`config.mk`:
```
export PLATFORM = sky130hd
export DESIGN_NAME = lsu_route_ctrl_flat
export DESIGN_NICKNAME = d
export VERILOG_FILES = /design/src/rtl/lsu_route_ctrl_pkg.sv /design/src/rtl/lsu_route_ctrl_if.sv /design/src/rtl/lsu_route_ctrl_bus_timeout_ctr.sv /design/src/rtl/lsu_route_ctrl.sv /design/src/flat_wrapper.sv
export SDC_FILE = /design/constraint.sdc
export NUM_CORES = 1
export LEC_CHECK = 0
export BUFFER_PORTS_ARGS = -buffer_cell sky130_fd_sc_hd__buf_2
export CORE_UTILIZATION = 49
export DETAILED_ROUTE_END_ITERATION = 10
export PLACE_DENSITY = 0.85
export SLEW_MARGIN = 20
export SYNTH_ARGS = -nofsm -noshare
export SYNTH_HDL_FRONTEND = slang
export SYNTH_HIERARCHICAL = 1
export SYNTH_SLANG_ARGS = --single-unit
export TNS_END_PERCENT = 20
```
`constraint.sdc`:
```
create_clock -name clk -period 5.2 [get_ports clk]
set_input_delay 0.26 -clock clk [delete_from_list [all_inputs] [get_ports clk]]
set_output_delay 0.26 -clock clk [all_outputs]
set_load 0.1 [all_outputs]
```
`src/rtl/lsu_route_ctrl_pkg.sv`:
```
// Shared types and defaults for the load/store routing controller.
package lsu_route_pkg;

    typedef enum logic [1:0] {
        ST_IDLE = 2'd0,
        ST_MEM  = 2'd1,
        ST_IO   = 2'd2,
        ST_RESP = 2'd3
    } lsu_state_e;

    localparam logic [31:0] DEF_IO_BASE      = 32'h1000_0000;
    localparam logic [31:0] DEF_IO_MASK      = 32'hF000_0000;
    localparam int          DEF_TIMEOUT      = 16;
    localparam logic [31:0] TIMEOUT_ERR_DATA = 32'h0000_0000;

    function automatic logic addr_is_io(input logic [31:0] addr,
                                        input logic [31:0] base,
                                        input logic [31:0] mask);
        return (addr & mask) == base;
    endfunction

endpackage

```
`src/rtl/lsu_route_ctrl_if.sv`:
```
// Core request, memory and MMIO signals of the load/store routing controller.
interface lsu_route_ctrl_if;

    logic        req_valid;
    logic        req_we;
    logic [31:0] req_addr;
    logic [31:0] req_wdata;
    logic [3:0]  req_wstrb;
    logic        cpu_stall;
    logic        resp_valid;
    logic [31:0] resp_rdata;
    logic        bus_err;
    logic        route_sel;
    logic [31:0] wdata_out;
    logic [31:0] addr_out;
    logic [3:0]  wstrb_out;
    logic        mem_en;
    logic        mem_we;
    logic [31:0] mem_rdata;
    logic        io_valid;
    logic        io_we;
    logic        io_ready;
    logic [31:0] io_rdata;

    // The controller side
    modport slave (
        input  req_valid, req_we, req_addr, req_wdata, req_wstrb,
        input  mem_rdata, io_ready, io_rdata,
        output cpu_stall, resp_valid, resp_rdata, bus_err,
        output route_sel, wdata_out, addr_out, wstrb_out,
        output mem_en, mem_we, io_valid, io_we
    );

    // The core / target side
    modport master (
        output req_valid, req_we, req_addr, req_wdata, req_wstrb,
        output mem_rdata, io_ready, io_rdata,
        input  cpu_stall, resp_valid, resp_rdata, bus_err,
        input  route_sel, wdata_out, addr_out, wstrb_out,
        input  mem_en, mem_we, io_valid, io_we
    );

endinterface

```
`src/rtl/lsu_route_ctrl_bus_timeout_ctr.sv`:
```
// Counts IO wait cycles; flags the cycle whose count would reach TIMEOUT.
module bus_timeout_ctr
    import lsu_route_pkg::*;
#(
    parameter int TIMEOUT = DEF_TIMEOUT
) (
    input  logic clk,
    input  logic rst_n,
    input  logic i_clr,
    input  logic i_en,
    output logic o_expired
);

    localparam int CNT_W = $clog2(TIMEOUT + 1);

    logic [CNT_W-1:0] r_count;

    // Combinational so the controller can leave IO in the TIMEOUT-th cycle itself
    assign o_expired = i_en && (r_count == CNT_W'(TIMEOUT - 1));

    always_ff @(posedge clk or negedge rst_n) begin
        if (!rst_n) begin
            r_count <= '0;
        end else if (i_clr) begin
            r_count <= '0;
        end else if (i_en && (r_count != CNT_W'(TIMEOUT))) begin
            r_count <= r_count + CNT_W'(1);
        end
    end

endmodule

```
`src/rtl/lsu_route_ctrl.sv`:
```
// Routes core load/stores to data memory or MMIO, stalling until the target answers.
module lsu_route_ctrl
    import lsu_route_pkg::*;
#(
    parameter logic [31:0] IO_BASE = DEF_IO_BASE,
    parameter logic [31:0] IO_MASK = DEF_IO_MASK,
    parameter int          TIMEOUT = DEF_TIMEOUT
) (
    input  logic             clk,
    input  logic             rst_n,
    lsu_route_ctrl_if.slave  bus
);

    lsu_state_e  r_state;
    lsu_state_e  w_state_next;
    logic        r_route_sel;
    logic        r_we;
    logic        r_err;
    logic [31:0] r_addr;
    logic [31:0] r_wdata;
    logic [3:0]  r_wstrb;
    logic [31:0] r_io_data;

    logic        w_req_is_io;
    logic        w_accept;
    logic        w_expired;
    logic        w_ctr_clr;
    logic        w_ctr_en;
    logic        w_cpu_stall;
    logic        w_resp_valid;
    logic [31:0] w_resp_rdata;
    logic        w_bus_err;
    logic        w_mem_en;
    logic        w_mem_we;
    logic        w_io_valid;
    logic        w_io_we;

    assign w_req_is_io = addr_is_io(bus.req_addr, IO_BASE, IO_MASK);
    assign w_accept    = (r_state == ST_IDLE) && bus.req_valid;
    assign w_ctr_clr   = (r_state != ST_IO);
    assign w_ctr_en    = (r_state == ST_IO) && !bus.io_ready;

    bus_timeout_ctr #(
        .TIMEOUT (TIMEOUT)
    ) u_timeout_ctr (
        .clk       (clk),
        .rst_n     (rst_n),
        .i_clr     (w_ctr_clr),
        .i_en      (w_ctr_en),
        .o_expired (w_expired)
    );

    always_comb begin
        w_state_next = r_state;
        w_cpu_stall  = 1'b0;
        w_resp_valid = 1'b0;
        w_resp_rdata = '0;
        w_bus_err    = 1'b0;
        w_mem_en     = 1'b0;
        w_mem_we     = 1'b0;
        w_io_valid   = 1'b0;
        w_io_we      = 1'b0;
        case (r_state)
            ST_IDLE: begin
                // Gated by rst_n so every output reads 0 while reset is held
                w_cpu_stall = bus.req_valid & rst_n;
                if (bus.req_valid) begin
                    w_state_next = w_req_is_io ? ST_IO : ST_MEM;
                end
            end
            ST_MEM: begin
                w_mem_en     = 1'b1;
                w_mem_we     = r_we;
                w_cpu_stall  = 1'b1;
                w_state_next = ST_RESP;
            end
            ST_IO: begin
                w_io_valid  = 1'b1;
                w_io_we     = r_we;
                w_cpu_stall = 1'b1;
                if (bus.io_ready || w_expired) begin
                    w_state_next = ST_RESP;
                end
            end
            ST_RESP: begin
                w_resp_valid = 1'b1;
                w_bus_err    = r_err;
                if (!r_we) begin
                    w_resp_rdata = r_route_sel ? r_io_data : bus.mem_rdata;
                end
                w_state_next = ST_IDLE;
            end
            default: begin
                w_state_next = ST_IDLE;
            end
        endcase
    end

    always_ff @(posedge clk or negedge rst_n) begin
        if (!rst_n) begin
            r_state     <= ST_IDLE;
            r_route_sel <= 1'b0;
            r_we        <= 1'b0;
            r_err       <= 1'b0;
            r_addr      <= '0;
            r_wdata     <= '0;
            r_wstrb     <= '0;
            r_io_data   <= '0;
        end else begin
            r_state <= w_state_next;
            if (w_accept) begin
                r_route_sel <= w_req_is_io;
                r_we        <= bus.req_we;
                r_addr      <= bus.req_addr;
                r_wdata     <= bus.req_wdata;
                r_wstrb     <= bus.req_wstrb;
                r_err       <= 1'b0;
                r_io_data   <= '0;
            end
            if (r_state == ST_IO) begin
                // A ready arriving in the expiry cycle still wins
                if (bus.io_ready) begin
                    r_io_data <= bus.io_rdata;
                    r_err     <= 1'b0;
                end else if (w_expired) begin
                    r_io_data <= TIMEOUT_ERR_DATA;
                    r_err     <= 1'b1;
                end
            end
        end
    end

    assign bus.cpu_stall  = w_cpu_stall;
    assign bus.resp_valid = w_resp_valid;
    assign bus.resp_rdata = w_resp_rdata;
    assign bus.bus_err    = w_bus_err;
    assign bus.mem_en     = w_mem_en;
    assign bus.mem_we     = w_mem_we;
    assign bus.io_valid   = w_io_valid;
    assign bus.io_we      = w_io_we;
    assign bus.route_sel  = r_route_sel;
    assign bus.addr_out   = r_addr;
    assign bus.wdata_out  = r_wdata;
    assign bus.wstrb_out  = r_wstrb;

endmodule

```
`src/flat_wrapper.sv`:
```
// flat-port wrapper written by rule: the top's interface ports become plain ports
module lsu_route_ctrl_flat import lsu_route_pkg::*;
#(
    parameter logic [31:0] IO_BASE = DEF_IO_BASE,
    parameter logic [31:0] IO_MASK = DEF_IO_MASK,
    parameter int          TIMEOUT = DEF_TIMEOUT
)
  (clk, rst_n, bus_req_valid, bus_req_we, bus_req_addr, bus_req_wdata, bus_req_wstrb, bus_mem_rdata, bus_io_ready, bus_io_rdata, bus_cpu_stall, bus_resp_valid, bus_resp_rdata, bus_bus_err, bus_route_sel, bus_wdata_out, bus_addr_out, bus_wstrb_out, bus_mem_en, bus_mem_we, bus_io_valid, bus_io_we);
  lsu_route_ctrl_if bus_i ();
  input  logic clk;
  input  logic rst_n;
  input wire logic [$bits(bus_i.req_valid)-1:0] bus_req_valid;
  input wire logic [$bits(bus_i.req_we)-1:0] bus_req_we;
  input wire logic [$bits(bus_i.req_addr)-1:0] bus_req_addr;
  input wire logic [$bits(bus_i.req_wdata)-1:0] bus_req_wdata;
  input wire logic [$bits(bus_i.req_wstrb)-1:0] bus_req_wstrb;
  input wire logic [$bits(bus_i.mem_rdata)-1:0] bus_mem_rdata;
  input wire logic [$bits(bus_i.io_ready)-1:0] bus_io_ready;
  input wire logic [$bits(bus_i.io_rdata)-1:0] bus_io_rdata;
  output wire logic [$bits(bus_i.cpu_stall)-1:0] bus_cpu_stall;
  output wire logic [$bits(bus_i.resp_valid)-1:0] bus_resp_valid;
  output wire logic [$bits(bus_i.resp_rdata)-1:0] bus_resp_rdata;
  output wire logic [$bits(bus_i.bus_err)-1:0] bus_bus_err;
  output wire logic [$bits(bus_i.route_sel)-1:0] bus_route_sel;
  output wire logic [$bits(bus_i.wdata_out)-1:0] bus_wdata_out;
  output wire logic [$bits(bus_i.addr_out)-1:0] bus_addr_out;
  output wire logic [$bits(bus_i.wstrb_out)-1:0] bus_wstrb_out;
  output wire logic [$bits(bus_i.mem_en)-1:0] bus_mem_en;
  output wire logic [$bits(bus_i.mem_we)-1:0] bus_mem_we;
  output wire logic [$bits(bus_i.io_valid)-1:0] bus_io_valid;
  output wire logic [$bits(bus_i.io_we)-1:0] bus_io_we;
  assign bus_i.req_valid = bus_req_valid;
  assign bus_i.req_we = bus_req_we;
  assign bus_i.req_addr = bus_req_addr;
  assign bus_i.req_wdata = bus_req_wdata;
  assign bus_i.req_wstrb = bus_req_wstrb;
  assign bus_i.mem_rdata = bus_mem_rdata;
  assign bus_i.io_ready = bus_io_ready;
  assign bus_i.io_rdata = bus_io_rdata;
  assign bus_cpu_stall = bus_i.cpu_stall;
  assign bus_resp_valid = bus_i.resp_valid;
  assign bus_resp_rdata = bus_i.resp_rdata;
  assign bus_bus_err = bus_i.bus_err;
  assign bus_route_sel = bus_i.route_sel;
  assign bus_wdata_out = bus_i.wdata_out;
  assign bus_addr_out = bus_i.addr_out;
  assign bus_wstrb_out = bus_i.wstrb_out;
  assign bus_mem_en = bus_i.mem_en;
  assign bus_mem_we = bus_i.mem_we;
  assign bus_io_valid = bus_i.io_valid;
  assign bus_io_we = bus_i.io_we;
  lsu_route_ctrl #(.IO_BASE(IO_BASE), .IO_MASK(IO_MASK), .TIMEOUT(TIMEOUT)) u_core (.clk(clk), .rst_n(rst_n), .bus(bus_i));
endmodule
```
==> load_flow_metrics.sql <==
INSERT INTO impl_metrics (metric_group, metric, value, unit) VALUES
('synthesis', 'synth_area_leader', 'dfrtp_1', ''),
('layout', 'layout_common_cells', 'buf_2, dfrtp_1, mux2_2, nor2_1, mux2i_1', ''),
('layout', 'nets', '733', ''),
('setup_path', 'critical_path_endpoint_category', 'register', ''),
('setup_path', 'cp_slowest_stage_delay', '970', 'ps'),
('floorplan', 'floorplan.die.width', '100.8', 'microns'),
('hold_path', 'worst_hold_path_type', 'primary input to register', ''),
('floorplan', 'rows', '35', ''),
('clock_network', 'clock_transition_at_path_regs', '110', 'ps'),
('synthesis', 'postSynth.asyncResetShare', '1.000', ''),
('global_route', 'first_global_vias', '3729', ''),
('synthesis', 'synth-warning-count', '6', ''),
('synthesis', 'synthMuxAreaShare', '0.2425', ''),
('clock_network', 'cts_tree', 'done', ''),
('synthesis', 'netlist_instances', '352', ''),
('synthesis', 'synth_ff_type', 'dfrtp_1', ''),
('route', 'routed_wirelength', '11850', 'microns'),
('flow_run', 'drv_cap', '0', ''),
('route', 'drt_first_pass_iters', '4', ''),
('layout', 'num_antenna_cells', '0', ''),
('synthesis', 'synth-compound-area-share', '0.07751', ''),
('global_route', 'grt_antenna_before_repair', '0', ''),
('sta', 'finalWorstPathRequiredPeriod', '2808', 'ps'),
('sta', 'drv_slew', '0', ''),
('placed_design', 'place.detailed.hpwl', '8927', 'microns'),
('setup_path', 'critical-path-slowest-cell', 'and2_1', ''),
('synthesis', 'synth_fa_ha_area_frac', '0.02095', ''),
('clock_network', 'cts_htree_levels', '3', ''),
('layout', 'layout.filler_cells', '721', ''),
('clock_network', 'clock_sink_count', '110', ''),
('global_route', 'grt_max_degree', '73', ''),
('layout', 'area_growth', '30.85', '%'),
('sta', 'hold_viol_final', '0', ''),
('route', 'avgViaCountPerCell', '5.055', ''),
('floorplan', 'dieHeight', '100.8', 'microns'),
('layout', 'multi_input_area', '0.001874', 'sq mm'),
('floorplan', 'die_area', '0.01015', 'sq mm'),
('sta', 'maximum_clock_frequency', '356.1', 'MHz'),
('floorplan', 'fp.coreArea', '0.009328', 'sq mm'),
('floorplan', 'design.portCount', '245', ''),
('synthesis', 'synth.ff_latch_count', '110', ''),
('synthesis', 'yosysSeqAreaShare', '0.5761', ''),
('placed_design', 'placement.io_buffers', '244', ''),
('sta', 'timing.max_slew.rel_slack', '0.2630', ''),
('layout', 'fraction_of_final_layout_cells_sized_beyond_drive_strength_1', '0.5743', ''),
('synthesis', 'synth_edf_count', '0', ''),
('sta', 'tightestPinTransition', '1105', 'ps'),
('placed_design', 'place.gp.congestion', '0.7492', ''),
('setup_path', 'crit_chain', 'inv_1 -> ha_1 -> nand2_2 -> buf_4 -> and2_1 -> a22o_1', ''),
('synthesis', 'synth_top_cell_area_share', '0.5761', ''),
('clock_network', 'cts.hold.buffers_added', '1', ''),
('floorplan', 'start_util', '0.5123', ''),
('synthesis', 'synth-xor-area-share', '0.001833', ''),
('clock_network', 'cts_root_buf', 'clkbuf_8', ''),
('setup_path', 'setup.reg_to_reg.worst_slack', '2390', 'ps'),
('sta', 'final.setup.tns', '0', 'ps'),
('synthesis', 'largest_family_of_logic_cells_by_synthesized_area', 'multiplexers', ''),
('synthesis', 'syn_nets', '497', ''),
('synthesis', 'avgSynthCellArea', '13.57', 'sq um'),
('global_route', 'global_route.overflow_total', '0', ''),
('clock_network', 'cts-root-to-sink-buffers', '2', ''),
('global_route', 'grt_pass1_wl', '17980', 'microns'),
('route', 'detail-route-antenna-nets', '0', ''),
('setup_path', 'crit_fanout', '72', ''),
('sta', 'report.final.setup_viol', '0', ''),
('sta', 'period_share', '0.5401', ''),
('outcome', 'status', 'finished, final reports clean', ''),
('clock_network', 'cts_resized', '0', ''),
('setup_path', 'worst-endpoint-arrival', '3100', 'ps'),
('synthesis', 'synth.top_cells.by_area', 'dfrtp_1, mux2_2, mux2i_1, a22o_1, nor2_1', ''),
('clock_network', 'postCtsSetupRepairBufs', '0', '');
==> sequential cells by signal (all words and copies together) (netlist names) <==
signal / count
u_core/bus.wdata_out: 32
u_core/bus.addr_out: 32
u_core/u_timeout_ctr/r_count: 5
u_core/bus.route_sel: 1
u_core/r_we: 1
u_core/r_state: 2
u_core/bus.wstrb_out: 4
u_core/r_err: 1
u_core/r_io_data: 32
==> cell usage after synthesis (3+ instances only) <==
| cell type | count |
|---|---|
| mux2i_1 | 34 |
| a22o_1 | 32 |
| ha_1 | 8 |
| buf_6 | 3 |
| dfrtp_1 | 110 |
| mux2_2 | 70 |
| buf_2 | 15 |
| nor2_1 | 40 |
| inv_1 | 8 |
| and2_1 | 6 |
==> worst paths after layout <==
| path | end | cells past startpoint |
|---|---|---|
| setup / recovery | u_core/r_io_data[25]$_DFF_PN0_ | 6 |
| hold / removal | u_core/r_io_data[6]$_DFF_PN0_ | 2 |
| setup reg to reg | u_core/r_io_data[25]$_DFF_PN0_ | 6 |
| hold reg to reg | u_core/r_io_data[13]$_DFF_PN0_ | 1 |
| max in group asynchronous | u_core/bus.addr_out[1]$_DFFE_PN0P_ | 3 |
| min in group asynchronous | u_core/r_io_data[20]$_DFF_PN0_ | 2 |
==> kinds of logic (layout without fill, tap and decap cells) <==
logic type / count (synthesis) / in the layout
mux: 106 / 106
compound gates: 43 / 43
flops: 110 / 110
buf+inv: 31 / 271
xor+xnor: 1 / 1
fa+ha+maj: 8 / 8
simple gates: 53 / 53
==> per-stage QoR <==
stage / setup WS [ps] / instance area [sq um] / util / hold WS [ps] / cells
floorplan: 1960 / 4778 / - / -35.59 / 352
global placement: 2531 / 6058 / 0.6495 / 257.2 / 705
detailed placement: 2382 / 6058 / 0.6495 / 271.3 / 705
CTS: 2347 / 6248 / 0.6699 / 91.39 / 721
global route: 2142 / 6252 / 0.6703 / 90.20 / 721
finish: 2392 / 6252 / 0.6703 / 109.9 / 721
==> final cells by class <==
cell class                 count  area share
clock inverter                 5    0.006804
timing repair buffer         247      0.1997
multi-input combinational    211      0.2998
tap                          129     0.02582
clock buffer                  10     0.02201
sequential                   110      0.4405
inverter                       9    0.005403
==> critical path, delay by kind of cell, from the launching register on <==
kind                       cells  cell delay (ps)
AOI/OAI and AO/OA              1              260
and+or+nand+nor                2             1040
DFF                            1              420
buffers and inverters          2              750
adders and majority gates      1              250
==> per-layer routing <==
layer  wire length, microns  global-route usage  vias up
li1                       -                   -     1711
met1                   4567              0.2579     1755
met2                   6021              0.4152      161
met3                   1033             0.07490       18
met4                    231             0.08807        0
met5                      0                   0        -
Power is left out: the tool's default activity adds up to more than one toggle a clock period on the data nets, which glitch-free logic cannot reach.
